**src/rtl/mux_sel_scan_capture_if.sv**
```systemverilog
// Downstream word handshake for the mux scan-capture stage.
//   word        captured N-bit sample vector
//   word_valid  word complete and stable
//   word_ready  downstream accepts word
// master: the capture stage (drives word/word_valid), slave: the consumer.
interface mux_sel_scan_capture_if #(
    parameter int unsigned N = 8
);
    logic [N-1:0] word;
    logic         word_valid;
    logic         word_ready;

    modport master (output word, output word_valid, input word_ready);
    modport slave  (input word, input word_valid, output word_ready);
endinterface

```
**src/rtl/mux_sel_scan_capture.sv**
```systemverilog
// Scan stage wrapped around an 8:1 mux under test. Steps the select through every code,
// holds each code for SETTLE+1 cycles, samples mux_out on the last cycle of each hold into
// word[sel], then offers the finished word downstream with a valid/ready handshake.
// Ports:
//   clk, rst_n  clock, asynchronous active-low reset
//   start       request a scan (only honoured when idle)
//   abort       synchronous abort, highest priority after reset
//   sel         registered mux select
//   mux_out     mux output, combinational from sel
//   out_if      word / word_valid / word_ready handshake (master side)
//   busy        high while scanning or holding a finished word
module mux_sel_scan_capture #(
    parameter int unsigned SEL_W  = 3,
    parameter int unsigned SETTLE = 1
) (
    input  logic                    clk,
    input  logic                    rst_n,
    input  logic                    start,
    input  logic                    abort,
    output logic [SEL_W-1:0]        sel,
    input  logic                    mux_out,
    mux_sel_scan_capture_if.master  out_if,
    output logic                    busy
);
    localparam int unsigned N     = 2 ** SEL_W;
    localparam int unsigned CNT_W = (SETTLE == 0) ? 1 : $clog2(SETTLE + 1);

    localparam logic [CNT_W-1:0] CNT_MAX  = CNT_W'(SETTLE);
    localparam logic [SEL_W-1:0] SEL_LAST = SEL_W'(N - 1);

    typedef enum logic [1:0] {StIdle, StScan, StDone} state_e;

    state_e           state_q, state_d;
    logic [SEL_W-1:0] sel_q, sel_d;
    logic [CNT_W-1:0] cnt_q, cnt_d;
    logic [N-1:0]     word_q, word_d;
    logic             valid_q, valid_d;
    logic             busy_q, busy_d;

    always_comb begin
        state_d = state_q;
        sel_d   = sel_q;
        cnt_d   = cnt_q;
        word_d  = word_q;
        valid_d = valid_q;

        if (abort) begin
            // word is deliberately kept so a partial capture stays observable
            state_d = StIdle;
            sel_d   = '0;
            cnt_d   = '0;
            valid_d = 1'b0;
        end else begin
            unique case (state_q)
                StIdle: begin
                    if (start) begin
                        state_d = StScan;
                        sel_d   = '0;
                        cnt_d   = '0;
                        word_d  = '0;
                    end
                end
                StScan: begin
                    // cnt only counts up from 0, so != is the same as < here
                    if (cnt_q != CNT_MAX) begin
                        cnt_d = cnt_q + 1'b1;
                    end else begin
                        word_d[sel_q] = mux_out;
                        if (sel_q != SEL_LAST) begin
                            sel_d = sel_q + 1'b1;
                            cnt_d = '0;
                        end else begin
                            state_d = StDone;
                            valid_d = 1'b1;
                        end
                    end
                end
                StDone: begin
                    // start is not looked at here, so a new scan needs a fresh idle cycle
                    if (valid_q && out_if.word_ready) begin
                        state_d = StIdle;
                        sel_d   = '0;
                        valid_d = 1'b0;
                    end
                end
                default: begin
                    state_d = StIdle;
                    sel_d   = '0;
                    cnt_d   = '0;
                    valid_d = 1'b0;
                end
            endcase
        end

        busy_d = (state_d != StIdle);
    end

    always_ff @(posedge clk or negedge rst_n) begin
        if (!rst_n) begin
            state_q <= StIdle;
            sel_q   <= '0;
            cnt_q   <= '0;
            word_q  <= '0;
            valid_q <= 1'b0;
            busy_q  <= 1'b0;
        end else begin
            state_q <= state_d;
            sel_q   <= sel_d;
            cnt_q   <= cnt_d;
            word_q  <= word_d;
            valid_q <= valid_d;
            busy_q  <= busy_d;
        end
    end

    assign sel               = sel_q;
    assign busy              = busy_q;
    assign out_if.word       = word_q;
    assign out_if.word_valid = valid_q;
endmodule
```
**src/flat_wrapper.sv**
```systemverilog
// flat-port wrapper written by rule: the top's interface ports become plain ports
module mux_sel_scan_capture_flat 
#(
    parameter int unsigned SEL_W  = 3,
    parameter int unsigned SETTLE = 1
)
  (clk, rst_n, start, abort, sel, mux_out, busy, out_if_word, out_if_word_valid, out_if_word_ready);
  mux_sel_scan_capture_if out_if_i ();
  input  logic clk;
  input  logic rst_n;
  input  logic start;
  input  logic abort;
  output logic [SEL_W-1:0] sel;
  input  logic mux_out;
  output logic busy;
  output wire logic [$bits(out_if_i.word)-1:0] out_if_word;
  output wire logic [$bits(out_if_i.word_valid)-1:0] out_if_word_valid;
  input wire logic [$bits(out_if_i.word_ready)-1:0] out_if_word_ready;
  assign out_if_word = out_if_i.word;
  assign out_if_word_valid = out_if_i.word_valid;
  assign out_if_i.word_ready = out_if_word_ready;
  mux_sel_scan_capture #(.SEL_W(SEL_W), .SETTLE(SETTLE)) u_core (.clk(clk), .rst_n(rst_n), .start(start), .abort(abort), .sel(sel), .mux_out(mux_out), .out_if(out_if_i), .busy(busy));
endmodule
```
**config.mk**
```make
export PLATFORM = sky130hd
export DESIGN_NAME = mux_sel_scan_capture_flat
export DESIGN_NICKNAME = d
export VERILOG_FILES = /design/src/rtl/mux_sel_scan_capture_if.sv /design/src/rtl/mux_sel_scan_capture.sv /design/src/flat_wrapper.sv
export SDC_FILE = /design/constraint.sdc
export NUM_CORES = 1
export LEC_CHECK = 0
export BUFFER_PORTS_ARGS = -buffer_cell sky130_fd_sc_hd__buf_2
export CAP_MARGIN = 10
export CELL_PAD_IN_SITES_DETAIL_PLACEMENT = 0
export CELL_PAD_IN_SITES_GLOBAL_PLACEMENT = 1
export CORE_ASPECT_RATIO = 1.2
export CORE_MARGIN = 3
export CORE_UTILIZATION = 35
export DETAILED_ROUTE_END_ITERATION = 16
export PLACE_DENSITY = 0.75
export SETUP_SLACK_MARGIN = 0.02
export SLEW_MARGIN = 20
export SYNTH_ARGS = -nofsm -noshare
export SYNTH_HDL_FRONTEND = slang
export SYNTH_SLANG_ARGS = --single-unit
export TNS_END_PERCENT = 100
```
**constraint.sdc**
```tcl
create_clock -name clk -period 3.6 [get_ports clk]
set_input_delay 0.18 -clock clk [delete_from_list [all_inputs] [get_ports clk]]
set_output_delay 0.18 -clock clk [all_outputs]
set_load 0.005 [all_outputs]
```
==> out/summary.txt, run 1 <==
Register area share after synthesis = 47.0%
RSZ-0062 raised after global routing = no
Synthesized area = 852 µm²
Post-DP HPWL = 1.25 mm
Core ar. = 0.00218 mm²
Slowest cell on the critical path = dfrtp_1
Post-synth EDFFs = 0
Min-Delay Path Class = primary input to register
CP Capture Type = register
Slew Viols, Final = 0
Total global routing overflow = 0
Final-layout fill cell count = 235
Die height = 60.1 µm
Die area = 0.00306 mm²
Synth top area share = 47.0%
Final nets = 112
Power Density = 321 mW/mm²
Max-cap violations = 0
Largest net degree at the start of global routing = 23
WL/cell = 13.2 µm
Setup TNS Final = 0 ps
Drt total wl = 1.74 mm
Post-CTS Setup Bufs = 0
CTS H-tree depth = 1
Num ports = 19
Fin crit share = 54.8%
First-pass GRT wire length = 2.95 mm
Synthesized flop and latch total = 16
Cell taking the most area after synthesis = dfrtp_1
DRT Pass-1 Iters = 4
Initial core utilization = 39.0%
Crit-path most repeated cell = ha_1
Layout cells sized above 1 = 21.6%
CP max stage delay = 490 ps
CTS tree = done
Clk pin slew, worst setup/hold paths = 90 ps
Row count = 18
Worst path arrival time = 2140 ps
Root Buffer = clkbuf_4
Critical path class = register to register
Critical path, cell by cell = ha_1 -> ha_1 -> nand3b_1 -> a32oi_1 -> mux2_1
Vias per cell = 5.35
Top delay family on crit path = flip-flops
# port buffers = 18
LEAKAGE = 0.456 nW
Critical path peak fanout = 11
Die extent in x = 51.0 µm
Critical Path Start Type = register
Top area cells in the synthesized netlist = dfrtp_1, a2111oi_0, o22ai_1
RePlAce Congestion = 0.749
Initial antenna violation count = 0
Final WS setup = 1630 ps
Asr flop ratio synth = 100%
Register area = 400 µm²
DR iter-0 viols = 5
# setup viols final = 0
Status = complete, no violations
Req. time, crit path = 3770 ps
Gr usage total = 12.6%
Remaining antenna violation count = 0
Yosys warns = 0
CTS Buf Count = 3
Slew @ Worst Pin = 613 ps
Synth-to-Final Area Change = 16.7%
CTS max path bufs = 2
Vias = 706
Syn_nets = 92
Number of global-route vias before repair = 643
Buf/Inv on CP = 0
Final Critical Period = 1970 ps
Fin Clk Skew = 6.41 ps
Post-CTS Hold Buffers = 1
Drt drc = 0
Multi-input combinational cell area = 397 µm²
Worst-skew pair later-pin latency = 280 ps
Slew HR = 59.2%
Worst slack, placed = 1620 ps
Yosys cell types = 26
Max frequency = 507 MHz
CTS resizes = 0
Synth top cells by count = dfrtp_1, inv_1, a2111oi_0, o22ai_1, nand3b_1
Mean post-synth cell area = 10.1 µm²
Most common cell in the synthesized netlist = dfrtp_1
# diodes = 0
Synth Instances = 84
Clock Sinks = 16
Most used DFF post-synth = dfrtp_1
Count of final hold-check violations = 0
Worst IR Drop VDD = 0.000148 V
## power by group
part           internal, W  switching, W
Combinational    0.0000161     0.0000185
Sequential        0.000184    0.00000970
Clock            0.0000387     0.0000518
Total             0.000239     0.0000800
## routing by layer
layer  GRT usage [%]  up-vias  routed length [µm]
li1                -      359                   -
met1            17.3      324                 858
met3            2.74        2                  86
met4            5.00        0                   6
met2            19.2       21                 787
met5               0        -                   0
## final timing paths
path                                       startpoint                    end  slack, ps  cells past startpoint
worst max-delay path                    u_core.sel[0]          u_core.sel[2]       1630                      5
worst min-delay path                            abort           u_core.cnt_q        220                      2
worst max register to register          u_core.sel[0]          u_core.sel[2]       1630                      5
worst min register to register  u_core.out_if.word[1]  u_core.out_if.word[1]        520                      2
max in group asynchronous                       rst_n  u_core.out_if.word[1]       3000                      2
min in group asynchronous                       rst_n  u_core.out_if.word[4]        340                      2
## metrics by stage
stage	instances	hold slack, ps	utilization [%]	total power, W	area (µm²)
finish	132	220	45.5	0.000319	995
global route	132	216	45.5	0.000342	995
CTS	132	210	45.5	0.000323	995
detailed placement	128	114	44.0	0.000232	962
global placement	128	112	44.0	0.000232	962
floorplan	84	-116	-	0.000217	852
## cell type report
class | instances | share of cell area, %
Sequential cell | 16 | 40.3
Tap cell | 30 | 3.77
Clock buffer | 3 | 2.26
Inverter | 10 | 3.77
Multi-Input combinational cell | 54 | 39.9
Timing Repair Buffer | 19 | 10.1
## layout by cell type (no fill, tap or decap), drive strengths merged, types with 3 or more instances in the layout
cell type | synthesis | routed
buf | 2 | 18
dfrtp | 16 | 16
inv | 10 | 10
a2111oi | 8 | 8
o22ai | 8 | 8
nand3b | 6 | 6
nand2 | 5 | 5
nand2b | 3 | 3
or3b | 3 | 3
clkbuf | 2 | 3
## state kept, by name, summed over array words and instances, names as in the netlist
name,count
u_core.busy,1
u_core.cnt_q,1
u_core.out_if.word,8
u_core.out_if.word_valid,1
u_core.sel,3
u_core.state_q,2
## cell families after synthesis
logic type                 Yosys count  synth area share (%)
DFF                                 16                  47.0
AOI/OAI and AO/OA                   22                  18.8
and+or+nand+nor                     26                  19.4
buffers and inverters               14                  6.46
muxes                                4                  5.43
adders and majority gates            2                  2.94
(Power assumes the default switching activity.)
==> run 2: changes to the inputs <==
PLACE_DENSITY = 0.78   (was 0.75)
clock period = 1.6 ns   (was 3.6 ns; I/O delays follow)
==> run 2 against run 1 <==
Clock power rose to 3.0 times the previous value. Count of clock-buffer cells in the layout is 1 higher. Critical path depth stayed put. Via count rose by 11%. Sequential cell count unchanged. Worst setup slack lost 1700 ps. Non-clock buffer count increased by 13. Critical path type unchanged. Global-route usage grew 2.1 points. Sequential share of layout area fell by 7.9 points. The flow now finishes with violations (setup timing). First-iteration DRC count is 140% higher. Die area stayed put.
==> out/summary.txt, run 2 (same netlist as run 1, synthesis figures left out) <==
Gr usage total = 14.6% (was 12.6%)
Slew HR = 66.0% (was 59.2%)
Critical path class = register to register (unchanged)
Slowest cell on the critical path = dfrtp_2 (was dfrtp_1)
Setup TNS Final = -172 ps (was 0 ps)
Worst path arrival time = 1860 ps (was 2140 ps)
Row count = 18 (unchanged)
Initial core utilization = 39.0% (unchanged)
Initial antenna violation count = 0 (unchanged)
Core ar. = 0.00218 mm² (unchanged)
Final-layout fill cell count = 206 (was 235)
WL/cell = 14.5 µm (was 13.2 µm)
Worst-skew pair later-pin latency = 290 ps (was 280 ps)
Root Buffer = clkbuf_4 (unchanged)
Num ports = 19 (unchanged)
# setup viols final = 3 (was 0)
CTS H-tree depth = 1 (unchanged)
Final Critical Period = 1680 ps (was 1970 ps)
Dpl cells = 139 (was 128)
Worst IR Drop VDD = 0.000476 V (was 0.000148 V)
Max-cap violations = 0 (unchanged)
LEAKAGE = 0.536 nW (was 0.456 nW)
Final nets = 125 (was 112)
Min-Delay Path Class = primary input to register (unchanged)
Total global routing overflow = 0 (unchanged)
DR iter-0 viols = 12 (was 5)
CTS max path bufs = 2 (unchanged)
RePlAce Congestion = 0.745 (was 0.749)
Final cell count without fillers = 146 (was 132)
Power Density = 685 mW/mm² (was 321 mW/mm²)
Clk pin slew, worst setup/hold paths = 100 ps (was 90 ps)
Leading cell type in the layout, fill and taps excluded = buf_2 (unchanged)
Synth-to-Final Area Change = 46.5% (was 16.7%)
Layout cells sized above 1 = 44.0% (was 21.6%)
Largest net degree at the start of global routing = 17 (was 23)
Slew Viols, Final = 0 (unchanged)
Slew @ Worst Pin = 500 ps (was 613 ps)
Clock Sinks = 16 (unchanged)
Crit-path most repeated cell = ha_4 (was ha_1)
Req. time, crit path = 1780 ps (was 3770 ps)
CTS Buf Count = 3 (unchanged)
Fin Clk Skew = 6.42 ps (was 6.41 ps)
Count of final hold-check violations = 0 (unchanged)
Commonest cells after routing, fill and taps aside = buf_2, buf_4, dfrtp_1, inv_1, o22ai_1 (was buf_2, dfrtp_1, inv_1, a2111oi_0, o22ai_1)
Die area = 0.00306 mm² (unchanged)
Failing checks = setup timing
Fin crit share = 105% (was 54.8%)
# diodes = 0 (unchanged)
CP max stage delay = 450 ps (was 490 ps)
Worst slack, placed = -90.3 ps (was 1620 ps)
CP Capture Type = register (unchanged)
Vias = 784 (was 706)
Final core occ = 57.2% (was 45.5%)
Number of global-route vias before repair = 725 (was 643)
Total Power = 0.000855 W (was 0.000319 W)
Remaining antenna violation count = 0 (unchanged)
Drt total wl = 2.12 mm (was 1.74 mm)
Critical Path Start Type = register (unchanged)
Post-DP HPWL = 1.43 mm (was 1.25 mm)
Critical path, cell by cell = ha_4 -> ha_4 -> nand3b_1 -> a32oi_2 -> mux2_1 (was ha_1 -> ha_1 -> nand3b_1 -> a32oi_1 -> mux2_1)
CTS tree = done (unchanged)
# port buffers = 18 (unchanged)
Die extent in x = 51.0 µm (unchanged)
Status = finished with violations (was complete, no violations)
First-pass GRT wire length = 3.34 mm (was 2.95 mm)
DRT Pass-1 Iters = 4 (unchanged)
Critical path peak fanout = 3 (was 11)
Max reg flops = 8 (unchanged)
Die height = 60.1 µm (unchanged)
Max frequency = 596 MHz (was 507 MHz)
Setup slack, reg-to-reg = -80 ps (was 1630 ps)
RSZ-0062 raised after global routing = yes (was no)
Vias per cell = 5.37 (was 5.35)
Drt drc = 0 (unchanged)
Final WS setup = -77.5 ps (was 1630 ps)
-- run 2: cell count changes in the layout (fill, tap and decap cells not counted), moves of 2 or more --
cell	change
buf_4	+13
ha_1	-2
dfrtp_2	+3
a2111oi_0	-6
dfrtp_1	-3
a2111oi_4	+4
or3b_1	-2
or3b_4	+2
a2111oi_2	+2
ha_4	+2
-- run 2: worst max-delay path, delay by kind of cell, from the launching register on --
kind / cells / cell delay (ps)
flops: 1 / 450
mux: 1 / 350
fa+ha+maj: 2 / 320
compound gates: 1 / 280
simple gates: 1 / 170
-- run 2: worst paths after layout --
| kind | startpoint | depth (start not counted) | to |
|---|---|---|---|
| setup reg to reg | u_core.sel[1] | 5 | u_core.sel[2] |
| max in group asynchronous | rst_n | 2 | u_core.state_q[0] |
| setup / recovery | u_core.sel[1] | 5 | u_core.sel[2] |
| min in group asynchronous | rst_n | 2 | u_core.out_if.word[7] |
| hold reg to reg | u_core.out_if.word[6] | 2 | u_core.out_if.word[6] |
| hold / removal | start | 3 | u_core.busy |
-- run 2: layout make-up --
cell class                      instances  area, µm²  share of cell area [%]
Tap cell                               30       37.5                    3.01
Timing Repair Buffer                   32        198                    15.8
Inverter                               10       37.5                    3.01
Clock buffer                            4       36.3                    2.91
Sequential cell                        16        404                    32.4
Multi-Input combinational cell         54        536                    42.9
-- run 2: stage by stage --
stage          hold WS [ps]  area (µm²)
4_1_cts                97.6        1180
5_1_grt                 129        1250
3_5_place_dp           13.2        1080
3_3_place_gp           12.5        1080
6_report                126        1250
2_1_floorplan          -216         887
-- run 2: what timing repair did --
item                                    CTS  global route
hold buffers                              1             0
setup buffers                             1             1
endpoints found under the hold margin    16             0
pin swaps                                 4            11
endpoints found under the setup margin    6            11
resized for setup                        11            10
-- run 2: routing by layer --
| metal | GRT usage, % | vias to the layer above | share of wire, % |
|---|---|---|---|
| met2 | 24.3 | 20 | 49 |
| met5 | 0 | - | 0 |
| met4 | 6.92 | 0 | 1.2 |
| li1 | - | 385 | - |
| met3 | 2.49 | 4 | 3.6 |
| met1 | 18.4 | 375 | 46 |
-- run 2: power breakdown --
part	switching, W	leakage, nW	internal [W]
Sequential	0.0000164	0.215	0.000416
Combinational	0.0000762	0.301	0.0000763
Clock	0.000132	0.0210	0.000138
==> run 3: changes to the inputs <==
--- a/config.mk
+++ b/config.mk
@@ -7,5 +7,5 @@
 export LEC_CHECK = 0
 export BUFFER_PORTS_ARGS = -buffer_cell sky130_fd_sc_hd__buf_2
-export CAP_MARGIN = 10
+export CAP_MARGIN = 20
 export CELL_PAD_IN_SITES_DETAIL_PLACEMENT = 0
 export CELL_PAD_IN_SITES_GLOBAL_PLACEMENT = 1
==> constraint.sdc (replaced) <==
create_clock -name clk -period 1.6 [get_ports clk]
set_input_delay 0.08 -clock clk [delete_from_list [all_inputs] [get_ports clk]]
set_output_delay 0.08 -clock clk [all_outputs]
set_load 0.1 [all_outputs]
==> run 3 against run 2 <==
The run still ends with setup timing left. Final area is 3.1% higher. Fmax is 3.2% lower. First-iteration DRC count is 83% higher. Clock power is 16% lower. Cell count is 1.4% higher.
==> out/summary.txt, run 3 (same netlist as run 1, synthesis figures left out) <==
Status = finished with violations (unchanged)
Failing checks = setup timing (unchanged)
CTS tree = done (unchanged)
DR iter-0 viols = 22 (was 12)
RSZ-0062 raised after global routing = yes (unchanged)
Clk pin slew, worst setup/hold paths = 100 ps (about the same)
Die area = 0.00306 mm² (unchanged)
Slew @ Worst Pin = 561 ps (was 500 ps)
DRT Pass-1 Iters = 4 (unchanged)
Fin crit share = 108% (was 105%)
Final Critical Period = 1730 ps (was 1680 ps)
Req. time, crit path = 1780 ps (about the same)
Initial antenna violation count = 0 (unchanged)
Row count = 18 (unchanged)
Post-DP HPWL = 1.40 mm (was 1.43 mm)
Dpl cells = 141 (was 139)
Die extent in x = 51.0 µm (unchanged)
Hold depth = 4 (was 3)
Worst IR Drop VDD = 0.000481 V (was 0.000476 V)
CTS Buf Count = 3 (unchanged)
CTS max path bufs = 2 (unchanged)
Final cell count without fillers = 148 (was 146)
Commonest cells after routing, fill and taps aside = buf_2, buf_4, dfrtp_1, inv_1, o22ai_1 (unchanged)
Slew Viols, Final = 0 (unchanged)
LEAKAGE = 0.541 nW (was 0.536 nW)
Min-delay src = out_if_word_ready (was start)
Core ar. = 0.00218 mm² (unchanged)
Leading cell type in the layout, fill and taps excluded = buf_2 (unchanged)
Layout cells sized above 1 = 46.6% (was 44.0%)
Synth-to-Final Area Change = 51.1% (was 46.5%)
FF-to-FF End = u_core.sel[1] (was u_core.sel[2])
Initial core utilization = 39.0% (unchanged)
Min-Delay Path Class = primary input to register (unchanged)
Fin Clk Skew = 11.2 ps (was 6.42 ps)
Clock Sinks = 16 (unchanged)
Setup slack, reg-to-reg = -130 ps (was -80 ps)
Final nets = 127 (was 125)
Slew HR = 61.8% (was 66.0%)
# port buffers = 18 (unchanged)
Total global routing overflow = 0 (unchanged)
Post-route cell area = 0.00129 mm² (was 0.00125 mm²)
Die height = 60.1 µm (unchanged)
Drt total wl = 2.12 mm (about the same)
WL/cell = 14.3 µm (was 14.5 µm)
RePlAce Congestion = 0.739 (was 0.745)
CP Capture Type = register (unchanged)
Critical path peak fanout = 4 (was 3)
Worst path arrival time = 1910 ps (was 1860 ps)
Vias = 793 (was 784)
Worst hold margin = 126 ps (about the same)
Critical path class = register to register (unchanged)
Max reg flops = 8 (unchanged)
Count of final hold-check violations = 0 (unchanged)
Reg2Reg Depth = 5 (unchanged)
Max frequency = 577 MHz (was 596 MHz)
First-pass GRT wire length = 3.42 mm (was 3.34 mm)
Num ports = 19 (unchanged)
Max-cap violations = 0 (unchanged)
Vias per cell = 5.36 (was 5.37)
Final WS setup = -132 ps (was -77.5 ps)
Remaining antenna violation count = 0 (unchanged)
Critical Path Start Type = register (unchanged)
# diodes = 0 (unchanged)
Placement Cell Area = 0.00112 mm² (was 0.00108 mm²)
Root Buffer = clkbuf_4 (unchanged)
Worst-skew pair later-pin latency = 280 ps (was 290 ps)
CTS H-tree depth = 1 (unchanged)
# setup viols final = 5 (was 3)
Number of global-route vias before repair = 764 (was 725)
Gr usage total = 14.8% (was 14.6%)
Largest net degree at the start of global routing = 17 (unchanged)
Power Density = 683 mW/mm² (was 685 mW/mm²)
Crit Reg-Reg Startpoint = u_core.sel[1] (unchanged)
Final core occ = 58.9% (was 57.2%)
Drt drc = 0 (unchanged)
Hold EP = u_core.state_q[1] (was u_core.busy)
[run 3: cell types whose count changed in the layout (fill, tap and decap cells not counted), sizes merged]
cell,before,now
buf,31,33
[run 3: power by group]
part / internal, W / switching [W] / leakage, nW
registers: 0.000417 / 0.0000165 / 0.212
clock network: 0.0000966 / 0.000130 / 0.0150
logic: 0.0000811 / 0.000138 / 0.314
total: 0.000595 / 0.000284 / 0.541
[run 3: repair_timing]
item | 4_1_cts | 5_1_grt
pin swaps | 8 | 2
hold buffers | 1 | 0
setup buffers | 1 | 1
endpoints found under the hold margin | 16 | 0
gates resized for setup | 9 | 11
setup endpoints to repair | 8 | 11
[run 3: through the flow]
| stage | power (W) | TNS (ps) | worst slack (ps) |
|---|---|---|---|
| after global routing | 0.000931 | -810 | -184 |
| final | 0.000879 | -469 | -132 |
| after floorplan | 0.000558 | -1010 | -292 |
| after detailed placement | 0.000615 | -554 | -135 |
| after global placement | 0.000612 | -427 | -102 |
| after CTS | 0.000867 | -685 | -151 |
[run 3: worst max-delay path: stages (launching register included)]
cell and delay [ps]:
dfrtp_4 520, ha_4 180, ha_4 150, nand3b_1 160, a32oi_2 270, mux2_1 350
[run 3: worst max-delay path by stage]
stage                             start       endpoint  slack [ps]
after global placement    u_core.sel[1]  u_core.sel[1]        -100
after floorplan           u_core.sel[1]  u_core.sel[1]        -290
after detailed placement  u_core.sel[1]  u_core.sel[1]        -140
after CTS                 u_core.sel[1]  u_core.sel[1]        -150
after global routing      u_core.sel[0]  u_core.sel[2]        -180
final                     u_core.sel[1]  u_core.sel[1]        -130
[run 3: layer usage]
metal	track usage (%)	vias up	share of wire, %
li1	-	389	-
met1	17.7	386	43
met2	26.9	16	52
met3	3.24	2	3.4
met4	3.46	0	0.71
met5	0	-	0
[run 3: cell type report]
cell class	count	area [µm²]
clock buffer	4	26.3
fill	193	897
inverter	10	37.5
multi-input combinational	54	557
sequential	16	413
tap	30	37.5
timing repair buffer	34	216
